==> config.mk <==
export PLATFORM = sky130hd
export DESIGN_NAME = if_id_buf
export DESIGN_NICKNAME = d
export VERILOG_FILES = /design/src/rtl/if_id_buf.sv
export SDC_FILE = /design/constraint.sdc
export NUM_CORES = 1
export LEC_CHECK = 0
export CAP_MARGIN = 5
export CORE_MARGIN = 2
export CORE_UTILIZATION = 51
export CTS_CLUSTER_DIAMETER = 30
export DETAILED_ROUTE_END_ITERATION = 6
export MAX_ROUTING_LAYER = met4
export PLACE_DENSITY = 0.78
export SYNTH_ARGS = -nofsm -noshare
export SYNTH_HDL_FRONTEND = slang
export SYNTH_SLANG_ARGS = --single-unit
==> constraint.sdc <==
create_clock -name clk -period 2 [get_ports clk]
set_clock_uncertainty 0.2 [all_clocks]
set_input_delay 0.5 -clock clk [delete_from_list [all_inputs] [get_ports clk]]
set_output_delay 0.5 -clock clk [all_outputs]
set_load 0.02 [all_outputs]
==> src/rtl/if_id_buf.sv <==
// Fetch-to-decode pipeline buffer: 2-entry skid FIFO with valid/ready on both sides.
// Flushes on taken jump/branch and presents a NOP to decode whenever it is empty.
module if_id_buf #(
  parameter logic [31:0] NOP_INST   = 32'h0000_0013,
  parameter logic [31:0] RESET_ADDR = 32'h0000_0000
) (
  input  logic        clk,
  input  logic        rst_n,
  input  logic [31:0] inst_addr_i,
  input  logic [31:0] inst_i,
  input  logic        inst_valid_i,
  output logic        inst_ready_o,
  output logic [31:0] inst_addr_o,
  output logic [31:0] inst_o,
  output logic        inst_valid_o,
  input  logic        inst_ready_i,
  input  logic        flush_i
);

  // state | meaning
  // EMPTY | no valid entry, NOP presented to decode
  // HALF  | one entry, held at head
  // FULL  | two entries, fetch back-pressured
  typedef enum logic [1:0] {
    EMPTY = 2'd0,
    HALF  = 2'd1,
    FULL  = 2'd2
  } state_t;

  state_t      r_state;
  state_t      w_state_nxt;
  logic        r_head;
  logic        w_head_nxt;
  logic [31:0] r_addr [2];
  logic [31:0] r_inst [2];

  logic        w_push;
  logic        w_pop;
  logic        w_tail;
  logic        w_wr;

  // Handshake outputs depend only on registered state.
  assign inst_ready_o = (r_state != FULL);
  assign inst_valid_o = (r_state != EMPTY);
  assign inst_addr_o  = inst_valid_o ? r_addr[r_head] : RESET_ADDR;
  assign inst_o       = inst_valid_o ? r_inst[r_head] : NOP_INST;

  assign w_push = inst_valid_i & inst_ready_o;
  assign w_pop  = inst_valid_o & inst_ready_i;
  assign w_tail = r_head ^ (r_state == HALF);
  assign w_wr   = w_push & ~flush_i;

  always_ff @(posedge clk or negedge rst_n) begin
    if (!rst_n) begin
      r_state <= EMPTY;
      r_head  <= 1'b0;
    end else begin
      r_state <= w_state_nxt;
      r_head  <= w_head_nxt;
    end
  end

  always_comb begin
    w_state_nxt = r_state;
    w_head_nxt  = r_head ^ w_pop;
    if (flush_i) begin
      w_state_nxt = EMPTY;
    end else begin
      case (r_state)
        EMPTY: if (w_push) w_state_nxt = HALF;
        HALF: begin
          if (w_push && !w_pop)      w_state_nxt = FULL;
          else if (!w_push && w_pop) w_state_nxt = EMPTY;
        end
        FULL:    if (w_pop) w_state_nxt = HALF;
        default: w_state_nxt = EMPTY;
      endcase
    end
  end

  // In HALF with push+pop the new word lands opposite the head, which the pop then selects.
  always_ff @(posedge clk or negedge rst_n) begin
    if (!rst_n) begin
      for (int i = 0; i < 2; i++) begin
        r_addr[i] <= 32'h0;
        r_inst[i] <= 32'h0;
      end
    end else if (w_wr) begin
      r_addr[w_tail] <= inst_addr_i;
      r_inst[w_tail] <= inst_i;
    end
  end

endmodule

Word-level counts from Yosys, hierarchy flattened. Index checks and enable logic that the tools add are counted.

Register bits after elaboration: 131.

$lt $le $gt $ge: 3. Equality and inequality tests: 6. Multiplexer cells: 18. Bitwise gates (word level): 8. Reduce and logical (&&, ||, !) cells: 8.

Operators by type and width (count): $mux W32 (9); $bwmux W64 (2); $demux W32 S1 (1); $mux W2 (5); $ne A3 B3 Y1 const B (2); $pmux W2 S3 (1); $ge A2 B2 Y1 const B (2); $ne A4 B2 Y1 const B (1); $not A1 Y2 (2); $and A1 B1 Y1 (3); $logic_and A1 B1 Y1 (3); $reduce_and A3 Y1 (1); $eq A2 B1 Y1 const B (1); $eq A2 B2 Y1 const B (1); $logic_not A1 Y1 (2); $logic_not A2 Y1 (1); $lt A2 B1 Y1 const B (1); $ne A2 B2 Y1 const B (1); $reduce_bool A2 Y1 (1); $xor A1 B1 Y1 (2); $not A1 Y1 (1).

Depth between registers and ports, before layout.
Depth in word-level cells: 8. Gate-level depth with buffers: 9.

Least setup slack after synthesis. No wires, ideal clock.

Path kind: flip-flop to output port. Start: reg r_head. End: out inst_addr_o[0]. Arrival: 1.428 ns. Path slack: -0.128 ns. Stages on the path, launching flop included: 6. Buffers on the path: 3. Path through: dfrtp_1 > buf_4 > clkbuf_1 > buf_2 > mux2i_1 > nor2_1.

Cells in the longest elaborated chain, start to end: 5.

Ends and longest elaborated chain: from (decl) (line 32) `logic r_head;`; from (signal assigned) (line 59) `r_head <= w_head_nxt;`; $not A1 Y2 (implied by the code) (line 45) `assign inst_addr_o = inst_valid_o ? r_addr[r_head] : RESET_ADDR;`; $mux W32 (implied by the code) (3 in a row) (line 45); $mux W32 (line 45); to (decl) (line 13) `output logic [31:0] inst_addr_o,`.

Every way passes these cells. The select of a mux whose other input is x is not followed.

Final worst setup path.
Start: reg r_head. End: out inst_addr_o[12].

Same word-level chain as after synthesis.

==> results.yml <==
setup_path:
  timing.critical_path.to: "inst_addr_o[12]"
  critPathBufInv: 4
  worstSetupPathDepth: 6
  worstPathRequired_ps: 1300
  cpPeakStageDelay_ps: 570
  cp_slowest_cell: "dfrtp_4"
  arrival_ps: 1870
  critical_path.top_delay_family: "buffers and inverters"
  startpoint: "r_head$_DFF_PN0_"
  path_cells: "buf_12 -> buf_4 -> buf_12 -> mux2i_4 -> nor2_2 -> buf_4"
  ff2ff_setup_slack_ps: -530
  end_kind: "output port"
  start_kind: "flop"
  reg2reg_depth: 8
  reg2reg_from: "r_head$_DFF_PN0_"
  path_class: "flop to output port"
  timing.rr.end: "r_addr[51]$_DFFE_PN0P_"
  cp_max_fo: 11
timing:
  period_minus_slack_ps: 2570
  setup_viol: 195
  slew_headroom_pct: 53.1
  finalCritPeriodShare_pct: 129
  finalHoldWorstSlack_ps: 317
  fin_ws_ps: -574
  final.setup.tns_ps: -68940
  finalHoldViolCount: 0
  max_freq_mhz: 389
  rsz0062_at_grt: "yes"
  worstMarginPinSlew_ps: 703
  slew_violations: 0
floorplanning:
  dieArea_um2: 19700
  core_um2: 18100
  io_pins: 135
  start_util_pct: 52.4
  die_h_um: 140
  rows: 49
  die_w_um: 140
grt:
  overflow: 0
  antenna_found_initial: 0
  grt_pass1_vias: 10198
  grt_first_pass_wirelength_um: 53700
  grt_use_total_pct: 35.2
  grt_max_degree: 62
drt:
  num_vias: 10446
  drt_wl_total_um: 37300
  vias_per_cell: 7.14
  ant_nets: 0
  routedWlPerCell_um: 25.5
  drcViolationCount: 0
  drtPass1Iterations: 6
  drt_iter0_drc: 1430
logic_synthesis:
  synth_seq_cells: 131
  synth_top_cell_area_share_pct: 34.6
  synth_cell_types: 27
  syn_avg_cell_area_um2: 9.11
  synth_common_cells: "o22ai_1, a21oi_1, dfrtp_1, mux2_2, buf_2"
  synth_edf_count: 0
  netlist_instances: 1040
  synth_most_common_cell: "o22ai_1"
  ys.flop_type: "dfrtp_1"
  synth_area_leaders: "dfrtp_1, o22ai_1, mux2_2"
  ys_seq_area_share_pct: 34.6
  synth_area_leader_cell: "dfrtp_1"
  syn-num-nets: 1109
  ys_warn_count: 0
  async_reset_ff_share_pct: 100
  syn-cell-area_um2: 9480
final_layout:
  n_antenna_cell: 0
  fill_cells: 1043
  syn_to_final_growth_pct: 44.2
  layout-drive-gt1-share_pct: 45.1
  nets: 1291
run_status:
  status: "finished, violations left"
  failed_checks: "setup timing"
power:
  p_leak_nw: 5.43
  power_mw: 22.1
  ir_worst_vdd_mv: 0.988
  p_per_area_nw_per_um2: 1620
place:
  routabilityCongestion: 0.854
  place_hpwl_um: 17700
  io_buffer_count: 134
  pre_cts_slack_ps: -428
run:
  drv_cap: 0
clock_tree:
  clk_latency_ps: 450
  ctsHtreeMaxLevel: 4
  clkTransAtPathRegs_ps: 60
  numCtsBuffers: 17
  cts_tree: "done"
  cts_sinks: 131
  cts_buffer_depth: 2
  root_buffer: "clkbuf_16"
hold_path:
  hold_class: "input port to flop"
==> worst min-delay path: stages <==
cell	delay, ps
buf_2	130
buf_12	210
nor2_1	70
==> layout make-up <==
type	count	area, um2	share of cell area, %
Multi-Input combinational cell	730	5920	43.3
Inverter	4	17.5	0.128
Clock buffer	19	453	3.31
Clock inverter	13	183	1.34
Timing Repair Buffer	338	3520	25.7
Tap cell	229	287	2.10
Sequential cell	131	3290	24.1
==> metrics by stage <==
step / util (%) / area (um2) / cells
after floorplan: - / 9570 / 1040
after global placement: 64.7 / 11700 / 1377
after detailed placement: 64.7 / 11700 / 1377
after CTS: 73.0 / 13200 / 1451
after global routing: 75.6 / 13700 / 1464
final: 75.6 / 13700 / 1464
==> how the worst min path moves through the flow <==
stage          startpoint                     end  slack (ps)  depth (start not counted)
2_1_floorplan       rst_n   r_addr[0]$_DFFE_PN0P_           4                          0
3_3_place_gp        rst_n  r_addr[39]$_DFFE_PN0P_         250                          1
3_5_place_dp        rst_n  r_addr[39]$_DFFE_PN0P_         250                          1
4_1_cts           flush_i  r_state[0]$_DFFE_PN0P_         320                          3
5_1_grt           flush_i  r_state[0]$_DFFE_PN0P_         330                          3
6_report          flush_i  r_state[0]$_DFFE_PN0P_         320                          3
==> sequential cells by signal, summed over array words and instances (netlist names) <==
register,cells
r_inst,64
r_head,1
r_addr,64
r_state,2
==> power breakdown <==
group	total [mW]	internal [mW]	switching, mW
registers	5.60	4.02	1.58
clock network	3.45	2.15	1.30
logic	13.0	7.07	5.97
total	22.1	13.2	8.85
==> layer usage <==
layer | vias up | routed length [um] | global-route usage (%)
met5 | - | 0 | -
met4 | 0 | 2340 | 19.9
met3 | 241 | 3320 | 6.29
met1 | 5097 | 14000 | 42.0
li1 | 4285 | - | -
met2 | 823 | 17700 | 56.4
==> cells in the final DEF (no fill, tap or decap), types with 13 or more instances in the layout <==
cell and count:
o22ai_1 197, buf_4 171, a21oi_1 131, dfrtp_1 128
mux2_2 120, clkdlybuf4s50_1 65, or3b_1 61, o22ai_2 56
mux2i_1 36, nor2_2 36, buf_6 36, nor2_1 33
buf_12 31, clkbuf_16 19, mux2i_2 18, buf_2 13
==> cells by family (layout without fill, tap and decap cells) <==
kind of cell / Yosys count / in the layout / synth area share [%]
compound gates: 398 / 398 / 24.6
xor+xnor: 1 / 1 / 0.0924
buf+inv: 179 / 374 / 10.2
flops: 131 / 131 / 34.6
mux: 184 / 184 / 21.1
simple gates: 147 / 147 / 9.33
==> repair_timing <==
action,4_1_cts,5_1_grt
hold endpoints to repair,38,0
buffers inserted,30,12
gates resized for setup,381,84
cloned,12,2
setup endpoints to repair,195,195
pin swaps,3,5
hold buffers,1,0
Power figures use the tool's default switching activity.
